### src/rtl/mdu_pkg.sv
// mdu_pkg
// Shared definitions for the multiply/divide unit:
//   - operation encodings (MDU_MUL / MDU_DIV)
//   - FSM state enum
//   - operand width and iteration-counter width
package mdu_pkg;

    localparam int MDU_DATA_WIDTH = 32;
    localparam int MDU_CNT_W      = $clog2(MDU_DATA_WIDTH);

    localparam logic MDU_MUL = 1'b0;
    localparam logic MDU_DIV = 1'b1;

    typedef enum logic [1:0] {
        IDLE,
        RUN,
        FIX,
        DONE
    } mduState_e;

endpackage

### src/rtl/mdu_addsub.sv
// mdu_addsub
// Combinational adder/subtractor.
// The multiply/divide unit shares one instance between two uses:
//   - the Booth add/subtract step
//   - the restoring-divide trial subtraction
// Ports:
//   a_i     : first operand
//   b_i     : second operand
//   sub_i   : 1 selects a_i - b_i, 0 selects a_i + b_i
//   sum_o   : result, truncated to WIDTH bits
//   carry_o : carry out. When subtracting, 1 means a_i >= b_i (unsigned).
module mdu_addsub
    import mdu_pkg::*;
#(
    parameter int WIDTH = MDU_DATA_WIDTH + 1
) (
    input  logic [WIDTH-1:0] a_i,
    input  logic [WIDTH-1:0] b_i,
    input  logic             sub_i,
    output logic [WIDTH-1:0] sum_o,
    output logic             carry_o
);

    logic [WIDTH-1:0] bOperand;

    // Subtraction is done as two's complement: invert b, then inject the +1 as carry-in.
    always_comb begin
        bOperand         = sub_i ? ~b_i : b_i;
        {carry_o, sum_o} = {1'b0, a_i} + {1'b0, bOperand} + {{WIDTH{1'b0}}, sub_i};
    end

endmodule

### src/rtl/mul_div_unit.sv
// mul_div_unit
// Sequential signed multiply/divide unit feeding the HI/LO registers.
//   - Multiply: radix-2 Booth.
//   - Divide: restoring division on operand magnitudes, followed by a sign fix.
//   - Both operations take DATA_WIDTH RUN cycles plus one FIX cycle.
// Ports:
//   clock       : rising-edge clock
//   clear       : asynchronous active-high reset
//   start       : request, sampled only in IDLE or DONE
//   op          : 0 = signed multiply, 1 = signed divide
//   a, b        : multiplicand/dividend and multiplier/divisor
//   busy        : operation in progress
//   done        : one-cycle completion pulse
//   hi_lo_write : copy of done, drives the HI/LO register enables
//   div_zero    : last divide had b == 0
//   hi_out      : product[63:32] or remainder
//   lo_out      : product[31:0] or quotient
module mul_div_unit
    import mdu_pkg::*;
#(
    parameter int DATA_WIDTH = MDU_DATA_WIDTH
) (
    input  logic                  clock,
    input  logic                  clear,
    input  logic                  start,
    input  logic                  op,
    input  logic [DATA_WIDTH-1:0] a,
    input  logic [DATA_WIDTH-1:0] b,
    output logic                  busy,
    output logic                  done,
    output logic                  hi_lo_write,
    output logic                  div_zero,
    output logic [DATA_WIDTH-1:0] hi_out,
    output logic [DATA_WIDTH-1:0] lo_out
);

    localparam int W = DATA_WIDTH;

    mduState_e            state_q;
    logic [MDU_CNT_W-1:0] stepCount_q;
    logic                 op_q;
    logic                 aNeg_q;
    logic                 bNeg_q;
    logic                 bZero_q;
    logic [W:0]           acc_q;
    logic [W-1:0]         low_q;
    logic                 qm1_q;
    logic [W:0]           bOp_q;
    logic                 busy_q;
    logic                 done_q;
    logic                 divZero_q;
    logic [W-1:0]         hi_q;
    logic [W-1:0]         lo_q;

    logic [W:0]   acc_d;
    logic [W-1:0] low_d;
    logic         qm1_d;
    logic [W-1:0] absA;
    logic [W-1:0] absB;
    logic [1:0]   boothPair;
    logic [W:0]   divShift;
    logic [W:0]   boothSel;
    logic [W:0]   addA;
    logic         addSub;
    logic [W:0]   addSum;
    logic         addCarry;
    logic [W-1:0] fixHi;
    logic [W-1:0] fixLo;

    mdu_addsub #(.WIDTH(W + 1)) u_addsub (
        .a_i     (addA),
        .b_i     (bOp_q),
        .sub_i   (addSub),
        .sum_o   (addSum),
        .carry_o (addCarry)
    );

    // One iteration step, plus the final sign fix.
    //   acc_q holds:
    //     - multiply: the Booth accumulator
    //     - divide:   the partial remainder
    //   low_q holds:
    //     - multiply: the multiplier
    //     - divide:   the dividend as it shifts out and the quotient as it shifts in
    // Note: -0x80000000 is 0x80000000 again, which is the correct unsigned magnitude.
    always_comb begin
        absA      = a[W-1] ? -a : a;
        absB      = b[W-1] ? -b : b;
        boothPair = {low_q[0], qm1_q};
        divShift  = {acc_q[W-1:0], low_q[W-1]};
        boothSel  = acc_q;
        acc_d     = acc_q;
        low_d     = low_q;
        qm1_d     = 1'b0;

        if (op_q == MDU_DIV) begin
            addA   = divShift;
            addSub = 1'b1;
            if (addCarry) begin
                acc_d = addSum;
                low_d = {low_q[W-2:0], 1'b1};
            end else begin
                acc_d = divShift;
                low_d = {low_q[W-2:0], 1'b0};
            end
        end else begin
            addA   = acc_q;
            addSub = (boothPair == 2'b10);
            if (boothPair == 2'b01 || boothPair == 2'b10) begin
                boothSel = addSum;
            end
            acc_d = {boothSel[W], boothSel[W:1]};
            low_d = {boothSel[0], low_q[W-1:1]};
            qm1_d = low_q[0];
        end

        // Divide result:
        //   - quotient truncates toward zero
        //   - remainder follows the dividend's sign
        //   - for divide-by-zero the remainder path already reproduces a,
        //     so only the quotient needs forcing to all ones
        if (op_q == MDU_DIV) begin
            fixHi = aNeg_q ? -acc_q[W-1:0] : acc_q[W-1:0];
            if (bZero_q) begin
                fixLo = '1;
            end else begin
                fixLo = (aNeg_q ^ bNeg_q) ? -low_q : low_q;
            end
        end else begin
            fixHi = acc_q[W-1:0];
            fixLo = low_q;
        end
    end

    // Control FSM and datapath registers.
    // Results move to hi_q/lo_q only on the FIX -> DONE transition.
    always_ff @(posedge clock or posedge clear) begin
        if (clear) begin
            state_q     <= IDLE;
            stepCount_q <= '0;
            op_q        <= MDU_MUL;
            aNeg_q      <= 1'b0;
            bNeg_q      <= 1'b0;
            bZero_q     <= 1'b0;
            acc_q       <= '0;
            low_q       <= '0;
            qm1_q       <= 1'b0;
            bOp_q       <= '0;
            busy_q      <= 1'b0;
            done_q      <= 1'b0;
            divZero_q   <= 1'b0;
            hi_q        <= '0;
            lo_q        <= '0;
        end else begin
            case (state_q)
                IDLE, DONE: begin
                    done_q <= 1'b0;
                    if (start) begin
                        state_q     <= RUN;
                        busy_q      <= 1'b1;
                        stepCount_q <= '0;
                        divZero_q   <= 1'b0;
                        op_q        <= op;
                        aNeg_q      <= a[W-1];
                        bNeg_q      <= b[W-1];
                        bZero_q     <= (b == '0);
                        acc_q       <= '0;
                        qm1_q       <= 1'b0;
                        if (op == MDU_DIV) begin
                            low_q <= absA;
                            bOp_q <= {1'b0, absB};
                        end else begin
                            low_q <= a;
                            bOp_q <= {b[W-1], b};
                        end
                    end else begin
                        state_q <= IDLE;
                    end
                end
                RUN: begin
                    acc_q       <= acc_d;
                    low_q       <= low_d;
                    qm1_q       <= qm1_d;
                    stepCount_q <= stepCount_q + MDU_CNT_W'(1);
                    if (stepCount_q == MDU_CNT_W'(W - 1)) begin
                        state_q <= FIX;
                    end
                end
                FIX: begin
                    hi_q      <= fixHi;
                    lo_q      <= fixLo;
                    divZero_q <= (op_q == MDU_DIV) && bZero_q;
                    busy_q    <= 1'b0;
                    done_q    <= 1'b1;
                    state_q   <= DONE;
                end
                default: begin
                    state_q <= IDLE;
                end
            endcase
        end
    end

    assign busy        = busy_q;
    assign done        = done_q;
    assign hi_lo_write = done_q;
    assign div_zero    = divZero_q;
    assign hi_out      = hi_q;
    assign lo_out      = lo_q;

endmodule

### config.mk
export PLATFORM = sky130hd
export DESIGN_NAME = mul_div_unit
export DESIGN_NICKNAME = d
export VERILOG_FILES = /design/src/rtl/mdu_pkg.sv /design/src/rtl/mdu_addsub.sv /design/src/rtl/mul_div_unit.sv
export SDC_FILE = /design/constraint.sdc
export NUM_CORES = 1
export LEC_CHECK = 0
export CAP_MARGIN = 25
export CORE_MARGIN = 2
export CORE_UTILIZATION = 53
export DETAILED_ROUTE_END_ITERATION = 16
export PLACE_DENSITY = 0.78
export SYNTH_ARGS = -nofsm -noshare
export SYNTH_HDL_FRONTEND = slang
export SYNTH_SLANG_ARGS = --single-unit
### constraint.sdc
create_clock -name clock -period 5.29 [get_ports clock]
set_clock_uncertainty 0.2 [all_clocks]
set_input_delay 0.7935 -clock clock [delete_from_list [all_inputs] [get_ports clock]]
set_output_delay 0.7935 -clock clock [all_outputs]
set_load 0.05 [all_outputs]
==> results.md, run 1 <==
- Status: completed
- Critical path capture point type: flop
- Reg2reg end: acc_q[30]$_DFFE_PP0P_
- Fin nets: 1838
- R2R cell count: 11
- Fin crit share: 86.54%
- Critical Path RT: 5.45 ns
- RSZ-0062 raised after global routing: no
- Worst min-delay path category: reg -> reg
- Hold Vio Cnt, Final: 0
- DR vias/cell: 6.144
- Final setup TNS: 0 ns
- WL final: 37860 um
- Clk buf depth: 2
- Critical Path Fanout Max: 58
- #FFs+latches synth: 177
- Total GRT Usage: 28.46%
- Share of cells above drive strength 1: 6.092%
- H-tree Lvls: 4
- Mapped Cells: 1684
- Largest net degree at the start of global routing: 140
- Number of global-route vias before repair: 11860
- Startpoint Class: flop
- Reg-to-Reg Start: op_q$_DFFE_PP0P_
- Post-synthesis instance area: 13490 um2
- Clock Latency Late Sink: 0.44 ns
- Main synth FF type: dfrtp_1
- Postcts setup bufs: 0
- I/O Buffers: 135
- CP top delay family: compound AO/OA/AOI/OAI gates
- Rel. slew slack: 40.90%
- Hold Path End: div_zero$_DFFE_PP0P_
- Worst hold start: div_zero$_DFFE_PP0P_
- CTS Sinks: 177
- Std cell rows: 58
- CTS Hold Bufs: 0
- DR pass1 iterations: 6
- Die area: 26750 um2
- Setup CP Type: reg -> reg
- TritonCTS clock tree: built
- GRT overflow: 0
- WP buf/inv: 1
- Clock transition at path regs: 0.07 ns
- Avg Cell Area, Syn: 8.012 um2
- Cell count of the worst hold path: 2
- Slowest-stage cell, CP: dfrtp_4
- Final Slew Violations: 0
- Synth area leaders: dfrtp_1 33%, a21oi_1 6.6%, xnor2_1 6.4%
- Starting Density: 53.73%
- Share of the synthesized area in the top cell type: 32.83%
- CTS root buf: clkbuf_16
- First-pass GRT wire length: 61290 um
- Max-cap violation count: 0
- Leading area contributor after synthesis: dfrtp_1
- YS warnings: 0
- # DRC: 0
- Syn nets: 1795
- Core Area: 25110 um2
- Vias: 12720
- Routed WL per cell: 18.29 um
- Count leader, synth: nand2_1
- Achievable Freq: 218.4 MHz
- Area grow syn2layout: 15.22%
- Antenna Cells: 0
- I/O pin cnt: 136
- Fin crit period: 4.578 ns
- Sequential Area: 4433 um2
- Post-synth EDFFs: 0
- Chip width: 163.6 um
- Worst Path Arrival: 4.74 ns
- Post-CTS Resized: 0
- Register area share after synthesis: 32.83%
- Die Y: 163.6 um
- Hpwl dp: 27640 um
- CP Cell Sequence: buf_4 > mux2_2 > ha_1 > nand4_1 > or3_1 > or3_1 > o22a_1 > a211oi_1 > mux2i_1 > o311ai_1 > o22ai_1
- Asr flop ratio synth: 100.0%
- Worst reg-to-reg setup slack: 0.71 ns
- Final ANT Viol Nets: 0
- Slew @ Worst Pin: 0.8783 ns
- Top cells by count, synth: 202 x nand2_1, 177 x a21oi_1, 177 x dfrtp_1
- Antenna violations before repair: 0
- Worst path most repeated cell: or3_1
- Crit-path max cell delay: 0.84 ns
- GPL Wtd Cong: 0.9357
- Iteration-0 DRC count of the detailed router: 1507
- Multi-input gate area: 8444 um2
- CTS buffer count: 17
- Layout fillers: 2212
- Yosys cell types: 80
- Final setup fails: 0
-- cell type report --
| cell class | count | share of cell area [%] |
|---|---|---|
| multi-input combinational | 1338 | 54.32 |
| clock inverter | 13 | 0.9176 |
| tap | 330 | 2.656 |
| timing repair buffer | 154 | 9.771 |
| clock buffer | 19 | 2.849 |
| inverter | 39 | 0.9659 |
| sequential | 177 | 28.52 |
-- layer usage --
layer / GRT usage [%] / vias up / share of wire, %
met3: 4.368 / 64 / 7.8
met5: 0 / - / 0
met1: 42.95 / 6003 / 47
met4: 8.812 / 0 / 2.0
li1: - / 6075 / -
met2: 41.79 / 577 / 43
-- per-stage QoR --
| stage | instance area, um2 | hold slack (ns) | setup WS (ns) | util [%] | instances |
|---|---|---|---|---|---|
| CTS | 15540 | 0.2888 | 0.7958 | 61.91 | 2070 |
| finish | 15540 | 0.2930 | 0.7119 | 61.91 | 2070 |
| detailed placement | 14960 | 0.2728 | 0.8254 | 59.58 | 2038 |
| floorplan | 13500 | 0.2432 | 0.9199 | - | 1684 |
| global placement | 14960 | 0.2574 | 0.9190 | 59.58 | 2038 |
| global route | 15540 | 0.3102 | 0.4107 | 61.91 | 2070 |
-- placed cells by master (no fill, tap or decap), types with 35 or more instances in the layout --
cell type        netlist  routed
nand2_1              202     201
a21oi_1              177     177
dfrtp_1              177     176
nor2_1               146     145
clkdlybuf4s50_1        0     135
o21ai_0              128     127
xnor2_1               98      98
xor2_1                80      80
o21ai_1               47      47
mux2i_1               41      41
ha_1                  42      41
inv_1                 38      37
nor3_1                35      35
-- registers in the layout, indices dropped and copies added (netlist names), 2 cells and up --
| name | flops |
|---|---|
| stepCount_q | 5 |
| acc_q | 33 |
| low_q | 32 |
| lo_out | 32 |
| hi_out | 32 |
| state_q | 2 |
| bOp_q | 33 |
-- worst max path at each step --
stage	endpoint	start	slack, ns	depth (start not counted)
global placement	acc_q[30]$_DFFE_PP0P_	op_q$_DFFE_PP0P_	0.92	11
finish	acc_q[30]$_DFFE_PP0P_	op_q$_DFFE_PP0P_	0.71	11
detailed placement	acc_q[30]$_DFFE_PP0P_	op_q$_DFFE_PP0P_	0.83	11
CTS	acc_q[30]$_DFFE_PP0P_	op_q$_DFFE_PP0P_	0.80	11
global route	acc_q[31]$_DFFE_PP0P_	op_q$_DFFE_PP0P_	0.41	11
floorplan	acc_q[28]$_DFFE_PP0P_	op_q$_DFFE_PP0P_	0.92	15
-- kinds of logic (layout without fill, tap and decap cells) --
group	after synthesis	in the layout	share of synthesized area [%]
buffers and inverters	169	225	4.859
adder cells (fa/ha/maj)	43	43	4.043
flip-flops	177	177	32.83
XOR/XNOR	178	178	11.56
AO/OA/AOI/OAI	528	528	23.50
multiplexers	72	72	5.629
AND/OR/NAND/NOR	517	517	17.58
-- worst register-to-register path: stages, from the launching register on --
cell	delay [ns]
dfrtp_4	0.84
buf_4	0.41
mux2_2	0.37
ha_1	0.39
nand4_1	0.17
or3_1	0.44
or3_1	0.33
o22a_1	0.26
a211oi_1	0.54
mux2i_1	0.27
o311ai_1	0.12
o22ai_1	0.16
Power of run 1 is left out: the tool's default activity adds up to more than one toggle a clock period on the data nets, which glitch-free logic cannot reach.
==> run 2, diff against run 1 <==
--- a/config.mk
+++ b/config.mk
@@ -9,6 +9,7 @@
 export CORE_MARGIN = 2
 export CORE_UTILIZATION = 53
 export DETAILED_ROUTE_END_ITERATION = 16
+export MAX_ROUTING_LAYER = met4
 export PLACE_DENSITY = 0.78
 export SYNTH_ARGS = -nofsm -noshare
 export SYNTH_HDL_FRONTEND = slang
==> run 2 against run 1 <==
Critical path depth did not move; critical path type unchanged; fmax rose by 1.8%; first-iteration DRC count rose by 10%; global-route usage rose by 1.0 points; wire length rose by 1.2%; worst setup slack improved by 0.083 ns; clock-buffer cell count fell by 1; critical endpoint is now acc_q[16]$_DFFE_PP0P_; utilization rose by 0.20 points; non-clock buffer count rose by 1; design area rose by 0.32%.
==> results.md, run 2 (same netlist as run 1, synthesis figures left out) <==
- Status: completed (unchanged)
- Number of global-route vias before repair: 11510 (was 11860)
- Fin nets: 1839 (was 1838)
- Final setup fails: 0 (unchanged)
- GRT overflow: 0 (unchanged)
- TritonCTS clock tree: built (unchanged)
- First-pass GRT wire length: 61520 um (was 61290 um)
- CP Capture Point: acc_q[16]$_DFFE_PP0P_ (was acc_q[30]$_DFFE_PP0P_)
- R2R cell count: 11 (unchanged)
- Pre-CTS setup slack: 0.9555 ns (was 0.8254 ns)
- Setup CP Type: reg -> reg (unchanged)
- Cell Count, Final, Fillers Out: 2070 (unchanged)
- CP Cell Sequence: buf_4 > mux2_2 > ha_1 > nand2_1 > nor3_1 > nand2_1 > nor3_1 > o21ai_1 > nand2_1 > a21boi_0 > o31ai_1 (was buf_4 > mux2_2 > ha_1 > nand4_1 > or3_1 > or3_1 > o22a_1 > a211oi_1 > mux2i_1 > o311ai_1 > o22ai_1)
- Std cell rows: 58 (unchanged)
- Reg2reg end: acc_q[16]$_DFFE_PP0P_ (was acc_q[30]$_DFFE_PP0P_)
- I/O pin cnt: 136 (unchanged)
- Critical path capture point type: flop (unchanged)
- Worst Path Arrival: 4.64 ns (was 4.74 ns)
- Antenna violations before repair: 0 (unchanged)
- Routed WL per cell: 18.50 um (was 18.29 um)
- # DRC: 0 (unchanged)
- GPL Wtd Cong: 1.029 (was 0.9357)
- Worst min-delay path category: reg -> reg (unchanged)
- Slowest-stage cell, CP: dfrtp_4 (unchanged)
- Critical Path Fanout Max: 66 (was 58)
- RSZ-0062 raised after global routing: no (unchanged)
- Cell Area, Placed: 14970 um2 (was 14960 um2)
- Crit-path max cell delay: 0.90 ns (was 0.84 ns)
- Die area: 26750 um2 (unchanged)
- Final Slew Violations: 0 (unchanged)
- Hpwl dp: 27810 um (was 27640 um)
- WP buf/inv: 1 (unchanged)
- WP depth: 11 (unchanged)
- Placed insts: 2039 (was 2038)
- Vias: 12760 (was 12720)
- Area grow syn2layout: 15.59% (was 15.22%)
- Worst reg-to-reg setup slack: 0.79 ns (was 0.71 ns)
- Fin crit period: 4.495 ns (was 4.578 ns)
- Largest regs: acc_q (33), bOp_q (33) (unchanged)
- CTS Hold Bufs: 0 (unchanged)
- Startpoint Class: flop (unchanged)
- CP top delay family: simple AND/OR/NAND/NOR gates (was compound AO/OA/AOI/OAI gates)
- Slew @ Worst Pin: 0.9233 ns (was 0.8783 ns)
- Total GRT Usage: 29.48% (was 28.46%)
- CP startpoint: op_q$_DFFE_PP0P_ (unchanged)
- Clock transition at path regs: 0.07 ns (about the same)
- Rel. slew slack: 38.44% (was 40.90%)
- CTS buffer count: 17 (unchanged)
- Achievable Freq: 222.5 MHz (was 218.4 MHz)
- Share of cells above drive strength 1: 6.092% (unchanged)
- DR vias/cell: 6.163 (was 6.144)
- Final ANT Viol Nets: 0 (unchanged)
- Finished Cell Area: 15600 um2 (was 15540 um2)
- CTS root buf: clkbuf_16 (unchanged)
- Starting Density: 53.73% (unchanged)
- Post-CTS Resized: 0 (unchanged)
- DR pass1 iterations: 5 (was 6)
- Reg-to-Reg Start: op_q$_DFFE_PP0P_ (unchanged)
- Largest net degree at the start of global routing: 93 (was 140)
- Clk buf depth: 2 (unchanged)
- Antenna Cells: 0 (unchanged)
- Most frequent cells in the layout: 201 x nand2_1, 177 x a21oi_1, 176 x dfrtp_1 (unchanged)
- Die Y: 163.6 um (unchanged)
- Worst path most repeated cell: nand2_1 (was or3_1)
- Core Area: 25110 um2 (unchanged)
- Commonest non-fill, non-tap cell in the layout: nand2_1 (unchanged)
- WL final: 38300 um (was 37860 um)
- Critical Path RT: 5.43 ns (was 5.45 ns)
- Fin crit share: 84.97% (was 86.54%)
- Max-cap violation count: 0 (unchanged)
- I/O Buffers: 135 (unchanged)
- Worst Setup Slack, final: 0.7949 ns (was 0.7119 ns)
- Chip width: 163.6 um (unchanged)
- CTS Sinks: 177 (unchanged)
- Iteration-0 DRC count of the detailed router: 1665 (was 1507)
- Hold Vio Cnt, Final: 0 (unchanged)
- Clock Latency Late Sink: 0.44 ns (about the same)
- Postcts setup bufs: 0 (unchanged)
- H-tree Lvls: 4 (unchanged)
- Final setup TNS: 0 ns (unchanged)
## run 2: cell types whose count changed in the layout (fill, tap and decap cells not counted)
cell / delta
buf_4: +1
bufinv_16: +3
clkbuf_8: -1
clkinv_2: +2
clkinvlp_4: -4
inv_6: +1
inv_8: -2
## run 2: routing by layer
layer | routed length (um) | vias up | share of wire (%) | track usage [%]
li1 | - | 6081 | - | -
met1 | 17830 | 6002 | 47 | 43.83
met2 | 16760 | 608 | 44 | 42.21
met3 | 3051 | 66 | 8.0 | 4.444
met4 | 667 | 0 | 1.7 | 6.818
met5 | 0 | - | 0 | -
## run 2: area by class of cell
cell class                      instances  area, um2
Fill cell                            2236       9514
Multi-Input combinational cell       1338       8444
Sequential cell                       177       4433
Timing Repair Buffer                  155       1526
Clock buffer                           18      429.2
Tap cell                              330      412.9
Clock inverter                         13      198.9
Inverter                               39      150.1
## run 2: worst min-delay path by stage
stage               cells past startpoint                       start                         end
floorplan                               2           qm1_q$_DFFE_PP0P_           qm1_q$_DFFE_PP0P_
global placement                        2  stepCount_q[4]$_DFFE_PP0P_  stepCount_q[4]$_DFFE_PP0P_
detailed placement                      2           qm1_q$_DFFE_PP0P_           qm1_q$_DFFE_PP0P_
CTS                                     2           qm1_q$_DFFE_PP0P_           qm1_q$_DFFE_PP0P_
global route                            2        div_zero$_DFFE_PP0P_        div_zero$_DFFE_PP0P_
finish                                  2           qm1_q$_DFFE_PP0P_           qm1_q$_DFFE_PP0P_
## run 2: worst min-delay path: stages (launching register included)
cell     delay [ns]
dfrtp_1        0.35
nand2_1        0.05
o41ai_1        0.05
## run 2: stage by stage
step	hold WS, ns	utilization, %
global placement	0.2568	59.61
floorplan	0.2432	-
CTS	0.2786	62.11
detailed placement	0.2634	59.61
global route	0.3023	62.11
finish	0.2794	62.11
Power of run 2 is left out for the same reason.
